--- src/rtl/mux_scan_pkg.sv ---
// Shared definitions for the 4:1 mux scan sequencer: channel geometry and FSM state encoding.
package mux_scan_pkg;

   localparam int NUM_CH = 4;
   localparam int SEL_W  = 2;

   typedef enum logic [1:0] {
      ST_IDLE   = 2'd0,
      ST_SETTLE = 2'd1,
      ST_SAMPLE = 2'd2
   } state_t;

endpackage

--- src/rtl/mux_settle_cnt.sv ---
// Loadable down-counter with a zero flag; times the settle window after each select change.
module mux_settle_cnt #(
   parameter int CNT_W = 4
) (
   input  logic             i_clk,
   input  logic             i_rst_n,
   input  logic             i_load,
   input  logic [CNT_W-1:0] i_load_val,
   input  logic             i_dec,
   output logic             o_zero
);

   logic [CNT_W-1:0] r_count;

   always_ff @(posedge i_clk) begin
      if (!i_rst_n) begin
         r_count <= '0;
      end else if (i_load) begin
         r_count <= i_load_val;
      end else if (i_dec && (r_count != '0)) begin
         r_count <= r_count - 1'b1;
      end
   end

   assign o_zero = (r_count == '0);

endmodule

--- src/rtl/mux_scan_seq.sv ---
// Scan sequencer: steps the mux select over all channels, samples after a settle window,
// and hands the assembled word downstream over a valid/ready register with overrun flag.
module mux_scan_seq
   import mux_scan_pkg::*;
#(
   parameter int SETTLE_CYC = 1,
   parameter int CNT_W      = 4
) (
   input  logic              clk_in,
   input  logic              rst_n_in,
   input  logic              start_in,
   input  logic              mode_in,
   input  logic              stop_in,
   input  logic              mux_y_in,
   output logic [SEL_W-1:0]  sel_out,
   output logic [NUM_CH-1:0] word_out,
   output logic              valid_out,
   input  logic              ready_in,
   output logic              busy_out,
   output logic              overrun_out
);

   localparam bit               HAS_SETTLE = (SETTLE_CYC != 0);
   localparam logic [CNT_W-1:0] LOAD_VAL   = HAS_SETTLE ? CNT_W'(SETTLE_CYC - 1) : '0;
   localparam logic [SEL_W-1:0] LAST_SEL   = SEL_W'(NUM_CH - 1);
   // With no settle time every channel is sampled on consecutive cycles.
   localparam state_t           CH_STATE   = HAS_SETTLE ? ST_SETTLE : ST_SAMPLE;

   state_t              r_state;
   logic [SEL_W-1:0]    r_sel;
   logic [NUM_CH-1:0]   r_part;
   logic [NUM_CH-1:0]   r_word;
   logic                r_valid;
   logic                r_busy;
   logic                r_overrun;
   logic                r_mode;

   logic                w_start_ok;
   logic                w_sample;
   logic                w_last;
   logic                w_more;
   logic                w_load;
   logic                w_dec;
   logic                w_cnt_zero;
   logic [NUM_CH-1:0]   w_new_word;

   always_comb begin
      w_start_ok = (r_state == ST_IDLE) && start_in && !stop_in;
      w_sample   = (r_state == ST_SAMPLE) && !stop_in;
      w_last     = (r_sel == LAST_SEL);
      w_more     = w_sample && (!w_last || r_mode);
      w_load     = HAS_SETTLE && (w_start_ok || w_more);
      w_dec      = (r_state == ST_SETTLE) && !stop_in && !w_cnt_zero;
      w_new_word = r_part;
      w_new_word[r_sel] = mux_y_in;
   end

   mux_settle_cnt #(
      .CNT_W(CNT_W)
   ) u_settle_cnt (
      .i_clk      (clk_in),
      .i_rst_n    (rst_n_in),
      .i_load     (w_load),
      .i_load_val (LOAD_VAL),
      .i_dec      (w_dec),
      .o_zero     (w_cnt_zero)
   );

   always_ff @(posedge clk_in) begin
      if (!rst_n_in) begin
         r_state   <= ST_IDLE;
         r_sel     <= '0;
         r_part    <= '0;
         r_word    <= '0;
         r_valid   <= 1'b0;
         r_busy    <= 1'b0;
         r_overrun <= 1'b0;
         r_mode    <= 1'b0;
      end else begin
         if (r_valid && ready_in) begin
            r_valid <= 1'b0;
         end

         case (r_state)
            ST_IDLE: begin
               if (w_start_ok) begin
                  r_mode    <= mode_in;
                  r_sel     <= '0;
                  r_part    <= '0;
                  r_overrun <= 1'b0;
                  r_busy    <= 1'b1;
                  r_state   <= CH_STATE;
               end
            end

            ST_SETTLE: begin
               if (stop_in) begin
                  r_state <= ST_IDLE;
                  r_sel   <= '0;
                  r_part  <= '0;
                  r_busy  <= 1'b0;
               end else if (w_cnt_zero) begin
                  r_state <= ST_SAMPLE;
               end
            end

            ST_SAMPLE: begin
               if (stop_in) begin
                  r_state <= ST_IDLE;
                  r_sel   <= '0;
                  r_part  <= '0;
                  r_busy  <= 1'b0;
               end else if (!w_last) begin
                  r_part  <= w_new_word;
                  r_sel   <= r_sel + 1'b1;
                  r_state <= CH_STATE;
               end else begin
                  r_part <= '0;
                  r_sel  <= '0;
                  // A word still held un-accepted wins; the fresh one is dropped.
                  if (!r_valid || ready_in) begin
                     r_word  <= w_new_word;
                     r_valid <= 1'b1;
                  end else begin
                     r_overrun <= 1'b1;
                  end
                  if (r_mode) begin
                     r_state <= CH_STATE;
                  end else begin
                     r_state <= ST_IDLE;
                     r_busy  <= 1'b0;
                  end
               end
            end

            default: begin
               r_state <= ST_IDLE;
               r_busy  <= 1'b0;
            end
         endcase
      end
   end

   assign sel_out     = r_sel;
   assign word_out    = r_word;
   assign valid_out   = r_valid;
   assign busy_out    = r_busy;
   assign overrun_out = r_overrun;

endmodule

--- config.mk ---
export PLATFORM = sky130hd
export DESIGN_NAME = mux_scan_seq
export DESIGN_NICKNAME = d
export VERILOG_FILES = /design/src/rtl/mux_scan_pkg.sv /design/src/rtl/mux_settle_cnt.sv /design/src/rtl/mux_scan_seq.sv
export SDC_FILE = /design/constraint.sdc
export NUM_CORES = 1
export LEC_CHECK = 0
export CORE_MARGIN = 3
export CORE_UTILIZATION = 25
export DETAILED_ROUTE_END_ITERATION = 8
export GPL_ROUTABILITY_DRIVEN = 0
export HOLD_SLACK_MARGIN = 0.15
export SYNTH_ARGS = -nofsm -noshare
export SYNTH_HDL_FRONTEND = slang
export SYNTH_HIERARCHICAL = 1
export SYNTH_SLANG_ARGS = --single-unit
export TNS_END_PERCENT = 20
--- constraint.sdc ---
create_clock -name clk_in -period 2.3 [get_ports clk_in]
set_input_delay 0.46 -clock clk_in [delete_from_list [all_inputs] [get_ports clk_in]]
set_output_delay 0.46 -clock clk_in [all_outputs]
set_load 0.03 [all_outputs]
; After elaboration in Yosys (flattened, before gate mapping)
; Index checks and enable logic that the tools add are counted.
[word_totals]
register_bits = 20
latch_bits = 0
mem_bits_rw = 0
mem_bits_ro = 0
n_memories = 0
[op_classes]
add_sub_neg = 2
mul = 0
n_div = 0
order_cmp = 2
eq_ne = 11
shifts = 0
muxes = 36
bitwise_logic = 2
n_reduce_logical = 28
[ops]
columns = op, n
row1 = 1-bit 2-to-1 mux, 18
row2 = 4-bit 2-to-1 mux, 4
row3 = 2-bit 2-to-1 mux, 7
row4 = 2-bit one-hot mux with 3 select lines, 2
row5 = 4-bit one-hot mux with 3 select lines, 1
row6 = 2-bit inequality test (second input constant), 5
row7 = 1-bit logical AND, 9
row8 = 3-bit inequality test (second input constant), 3
row9 = 4-bit AND reduction, 2
row10 = 5-bit AND reduction, 1
row11 = 4-bit bitwise mux, 1
row12 = 2-bit equality test (second input constant), 2
row13 = 1-bit logical NOT, 4
row14 = 4-bit logical NOT, 1
row15 = 2-bit AND reduction, 2
row16 = 4-bit nonzero test, 1
row17 = 4-bit by 1-bit subtractor with 4-bit output (second input constant), 1
row18 = 1-bit logical OR, 3
row19 = 2-bit by 3-bit < comparator with 1-bit output (second input constant), 1
row20 = 1-bit one-hot mux with 3 select lines, 1
row21 = 3-bit AND reduction, 1
row22 = 3-bit nonzero test, 1
row23 = 2-bit by 1-bit adder with 2-bit output (second input constant), 1
row24 = 1-bit demux with 2-bit select, 1
row25 = other kinds (7), 8

; Depth between registers and ports, before layout
[logic_depth]
word_depth = 8
depth_mapped = 8
ltp_nobuf = 8

; Hierarchy
; Netlist, hierarchy kept.
[modules_own_cells]
columns = mod, instances, cells_each, area_each_um2, seq_area_each_um2
row1 = mux_scan_seq, 1, 83, 822.0, 320.3
row2 = mux_settle_cnt, 1, 31, 256.5, 80.1

; Worst setup path after synthesis
; OpenSTA, ideal clock, no wires.
[synth_path]
path_type = register -> register
from = reg u_settle_cnt.r_count[0]
to = reg u_settle_cnt.r_count[3]
setup_ns = 0.124
arrival_time_ns = 1.975
slack_ns = 0.201
stages_incl_launch_ff = 9
period_less_slack_ns = 2.099
cell_sequence = dfxtp_1 inv_1 ha_1 or3b_4 clkinv_2 nor3b_1 nor4b_2 mux2i_1 a21oi_1
[synth_between]
elab_chain_len = 4
[synth_rtl]
columns = element, line_no
row1 = start: declaration, mux_settle_cnt.sv:13  ; logic [CNT_W-1:0] r_count;
row2 = start signal: assignment, mux_settle_cnt.sv:19  ; r_count <= i_load_val;
row3 = start signal: assignment, mux_settle_cnt.sv:21  ; r_count <= r_count - 1'b1;
row4 = 4-bit logical NOT, mux_settle_cnt.sv:25  ; assign o_zero = (r_count == '0);
row5 = via w_cnt_zero, mux_scan_seq.sv:44  ; logic w_cnt_zero;
row6 = 1-bit logical NOT, mux_scan_seq.sv:53  ; w_dec = (r_state == ST_SETTLE) && !stop_in && !w_cnt_zero;
row7 = 1-bit logical AND, mux_scan_seq.sv:53
row8 = via w_dec, mux_scan_seq.sv:43  ; logic w_dec;
row9 = 1-bit logical AND, mux_settle_cnt.sv:20  ; end else if (i_dec && (r_count != '0)) begin
; The timed path passes the listed nets, and every way through them passes these cells.
; A chain may end at the register's enable or synchronous reset.

; Worst setup path in the final report
; Ends and elaborated chain as after synthesis.

==> results_dict.tcl <==
set metrics [dict create \
    crit_buf_inv 2 \
    end_kind "flip-flop" \
    cts.path.max_buffers 2 \
    hp-class "reg2reg" \
    ioPinCount 16 \
    antenna_found_initial 0 \
    multi_input_area_sq_um 639 \
    synth_flop_cell "dfxtp_1" \
    clock_sinks 20 \
    grt.met3_usage_pct 3.51 \
    grt-ovfl-total 0 \
    power_density_nw_per_um2 499 \
    die_w_um 71.7 \
    track_usage_pct 9.43 \
    max_freq_mhz 491 \
    setup_violations 0 \
    synth_seq_cells 20 \
    drc 0 \
    n_antenna_cell 0 \
    drv_cap 0 \
    io_buffers 15 \
    initial_core_util_pct 26.4 \
    synth-edff-count 0 \
    rsz0062_at_grt "no" \
    timing.final.crit_share_pct 88.6 \
    drt_iter0_drc 43 \
    die_h_um 71.7 \
    ff_latch_area_sq_um 400 \
    use_met2_pct 16.3 \
    ant_nets 0 \
    setup_tns_ns 0 \
    postCtsSetupBuffers 0 \
    vdd_ir_drop_max_v 0.000260 \
    syn_area_per_cell_sq_um 9.46 \
    firstDrtPassIters 4 \
    crit_slowest_cell "dfxtp_1" \
    met1_usage_pct 10.9 \
    grt_max_degree 17 \
    cpLargestDelayFamily "simple AND/OR/NAND/NOR gates" \
    p_leak_nw 0.544 \
    vias_per_cell 4.78 \
    routedWlPerCell_um 11.7 \
    hpwlAfterDp_um 1720 \
    cp.arrival_ns 2.18 \
    first_global_vias 877 \
    synth_area_sq_um 1080 \
    cp_max_fo 4 \
    clk_latency_ns 0.25 \
    nFillCells 427 \
    mostFrequentLayoutCells "20 x dfxtp_1, 15 x clkdlybuf4s50_1, 8 x inv_1, 8 x nor2b_1, 8 x and3_1" \
    hold_viol_final 0 \
    pre_cts_ws_ns 0.186 \
    clock-skew-final_ns 0.00158 \
    num_vias 889 \
    yosysUniqueCellTypes 40 \
    routed_wl_um 2170 \
    cts_tree "built" \
    ys_warn_count 6 \
    final_nets 151 \
    cts.repair.resized 0 \
    crit_chain "inv_1, ha_1, or3b_4, clkinv_2, nor3b_1, nor4b_2, mux2i_1, a21oi_1" \
    synthArstFlopShare_pct 0 \
    netlist_instances 114 \
    drive_gt1_share_pct 11.8 \
    grt_first_pass_wirelength_um 3900 \
    maxSlewViolCount 0 \
    max_stage_delay_ns 0.41 \
    top_usage_layer "met2" \
    fin_ws_ns 0.262 \
    final_common_cell "dfxtp_1" \
    cts.clk_slew.worst_paths_ns 0.07 \
    start_kind "flip-flop" \
    criticalPathCategory "reg2reg" \
    htreeDepth 1 \
    rows 23 \
    core_sq_um 4090 \
    seq_area_frac_synth_pct 37.1 \
    cts_inserted_buffers 3 \
    cts_root_buf "clkbuf_8" \
    cts_hold_buf 0 \
    required_ns 2.44 \
    fin_crit_ns 2.04 \
    syn_to_final_growth_pct 25.3 \
    status "complete, no violations" \
    fp.dieArea_sq_um 5140 \
]
## final cells by class
class	count	area share, %
multi-input cells	86	47.3
flip-flops and latches	20	29.6
inverters	9	2.59
repair buffers	18	12.8
well taps	50	4.63
clock buffers	3	3.06
## metal layers
layer  routed length [um]  share of wire (%)
met1                  970                 45
met2                 1070                 49
met3                  109                5.0
met4                   23                1.1
met5                    0                  0
## state kept, by name (all words and copies together), names as in the netlist
signal	count
busy_out	1
overrun_out	1
r_mode	1
r_part	4
r_state	2
sel_out	2
u_settle_cnt/r_count	4
valid_out	1
word_out	4
## cells in the mapped netlist, types with 4 or more instances
master    number  area share [%]
ha_1           6             7.0
and3_1         8             4.6
inv_1          8             2.8
nor2_1         6             2.1
a221o_1        4             3.7
a211o_1        4             3.2
nand2b_1       4             2.3
nand2_1        6             2.1
nor2b_1        8             4.6
dfxtp_1       20              37
## cells by family after synthesis
family,after synthesis,synth area share [%]
compound gates,25,18.9
fa+ha+maj,6,6.96
buf+inv,11,4.64
flops,20,37.1
mux,2,1.86
other cells,1,0.348
simple gates,49,30.2
## final timing paths
kind | startpoint | end | slack, ns | cells after the start
hold reg to reg | r_part[1] | r_part[1] | 0.49 | 1
setup reg to reg | u_settle_cnt/r_count[0] | u_settle_cnt/r_count[3] | 0.26 | 8
setup / recovery | u_settle_cnt/r_count[0] | u_settle_cnt/r_count[3] | 0.26 | 8
hold / removal | r_part[1] | r_part[1] | 0.49 | 1
## stage by stage
| step | utilization (%) | std cells | total power, W | cell area [sq um] | hold WS [ns] |
|---|---|---|---|---|---|
| 3_5_place_dp | 32.1 | 183 | 0.000459 | 1310 | 0.470 |
| 5_1_grt | 33.1 | 186 | 0.000713 | 1350 | 0.505 |
| 2_1_floorplan | - | 117 | 0.000427 | 1090 | 0.448 |
| 4_1_cts | 33.1 | 186 | 0.000687 | 1350 | 0.495 |
| 6_report | 33.1 | 186 | 0.000675 | 1350 | 0.486 |
| 3_3_place_gp | 32.1 | 183 | 0.000455 | 1310 | 0.463 |
## power by group
part           switching [W]  internal [W]  total (W)
Sequential        0.00000998      0.000355   0.000365
Clock               0.000107      0.000116   0.000223
Combinational      0.0000445     0.0000413  0.0000858
(Power assumes the default switching activity.)
==> RTL change (same flow settings) <==
Re-encode `state_t` (3 states) as one-hot, 3 bits wide.
--- a/src/rtl/mux_scan_pkg.sv
+++ b/src/rtl/mux_scan_pkg.sv
@@ -4,10 +4,10 @@
    localparam int NUM_CH = 4;
    localparam int SEL_W  = 2;
 
-   typedef enum logic [1:0] {
-      ST_IDLE   = 2'd0,
-      ST_SETTLE = 2'd1,
-      ST_SAMPLE = 2'd2
+   typedef enum logic [2:0] {
+      ST_IDLE   = 3'b001,
+      ST_SETTLE = 3'b010,
+      ST_SAMPLE = 3'b100
    } state_t;
 
 endpackage
Behaviour: no difference found for any inputs over 10 cycles, from zero or initial values and one cycle with rst_n_in low; not proved beyond that.
==> RTL change against the unedited design <==
Clock skew is 0.0011 ns higher; area after synthesis is 13% higher; wire length is 18% higher; non-clock buffer count is 1 higher; final area is 12% higher; setup slack better by 0.048 ns; synthesized cell count is 20% higher; first-iteration DRC count is 58% higher; sequential cell count is 1 higher; critical endpoint unchanged.
Power is not compared: it rests on default switching activity, and its combinational part moved more than twofold at a synthesized area within 25%.
==> RTL change: results (changes against the unedited design) <==
- Status: completed
- Drt initial violations: 68 (+58%)
- Via count: 1011 (+14%)
- GRT Util Overall: 9.43% (about the same)
- Synth cell types: 44 (+10%)
- Critical path type: register to register
- Final #Nets: 172 (+14%)
- Setup WS pre-CTS: 0.246 ns (+0.0602 ns)
- Largest net degree at the start of global routing: 13 (-4)
- First-pass GRT wire length: 4.55 mm (+17%)
- # resized after CTS: 0 (unchanged)
- Layout cells sized above 1: 13.3% (+1.5 points)
- Hold path endpoint: overrun_out
- Sequential share of the synthesized area: 34.4% (-2.8 points)
- Met2 capacity usage during global routing: 13.5% (-2.9 points)
- Final worst-path cycle share: 86.5% (-2.1 points)
- Largest fanout on the critical path: 4 (unchanged)
- H-tree lvl count: 1 (unchanged)
- Placed insts: 219 (+20%)
- M1 GR Usage: 13.9% (+3.0 points)
- Vias in the first global route: 960 (+9.5%)
- VDD IR max: around 0.20 mV
- GR Layer Usage met3: 1.66% (-1.8 points)
- CP arrival: 2.13 ns (-0.05 ns)
- CP max stage delay: 0.38 ns (-0.03 ns)
- Metal3 WL: 82 microns (-25%)
- # fillers: 475 (+11%)
- Synth cell count leaders: dfxtp_1 (21), nor2_1 (10), inv_1 (9), nand2_1 (9), nor3_1 (9)
- HPWL after DPL: 1.95 mm (+14%)
- Worst hold path depth: 2 (+1)
- Placed cell areas: 1460 sq um (+12%)
- Hold path start: overrun_out
- Post-DR wirelength/cell: 11.5 microns (-1.5%)
- Met2 Wirelength: 1.08 mm (+1.6%)
- Met1 wire length: 1.37 mm (+41%)
- Clk_skew: 0.00268 ns (+0.00110 ns)
- Drt first pass iters: 4 (unchanged)
- Clk buf depth: 2 (unchanged)
- CP Launch Point: u_settle_cnt/r_count[0]
- DR vias/cell: 4.53 (-5.1%)
- Smallest hold slack: 0.453 ns (-0.0338 ns)
- R2R Setup Slk: 0.31 ns (+0.05 ns)
- Synthesized area per cell: 8.93 sq um (-5.6%)
- Clk_lat worst skew: ~0.26 ns
- Synth area leaders: dfxtp_1 (34%), ha_1 (6.1%), mux2i_1 (4.1%), nand2b_1 (4.1%), nor3_1 (3.7%)
RTL change: cell count changes after synthesis, sizes merged, moves of 4 or more:
cell    before  now
nor3         1    9
and3         8    1
a211o        4    0
a21boi       1    5
a221o        4    0
nor2         6   10
RTL change: logic make-up (layout without fill, tap and decap cells):
kind of cell	Yosys count	in the layout	synth area share [%]
compound gates	28	28	17.0
fa+ha+maj	6	6	6.13
buf+inv	15	33	5.83
flops	21	21	34.4
mux	8	8	6.85
other cells	1	4	0.306
simple gates	58	58	29.6
RTL change: power breakdown:
part	total [W]	leakage, nW	switching, W	internal [W]
clock network	0.000240	0.0228	0.000117	0.000123
logic	0.000216	0.349	0.000115	0.000101
registers	0.000422	0.171	0.0000325	0.000390
RTL change: area by class of cell:
type	count	area, sq um	share of cell area (%)
multi-input cells	104	743	49.3
flip-flops and latches	21	420	27.9
repair buffers	19	180	11.9
well taps	65	81.3	5.39
inverters	10	38.8	2.57
clock buffers	4	45.0	2.99
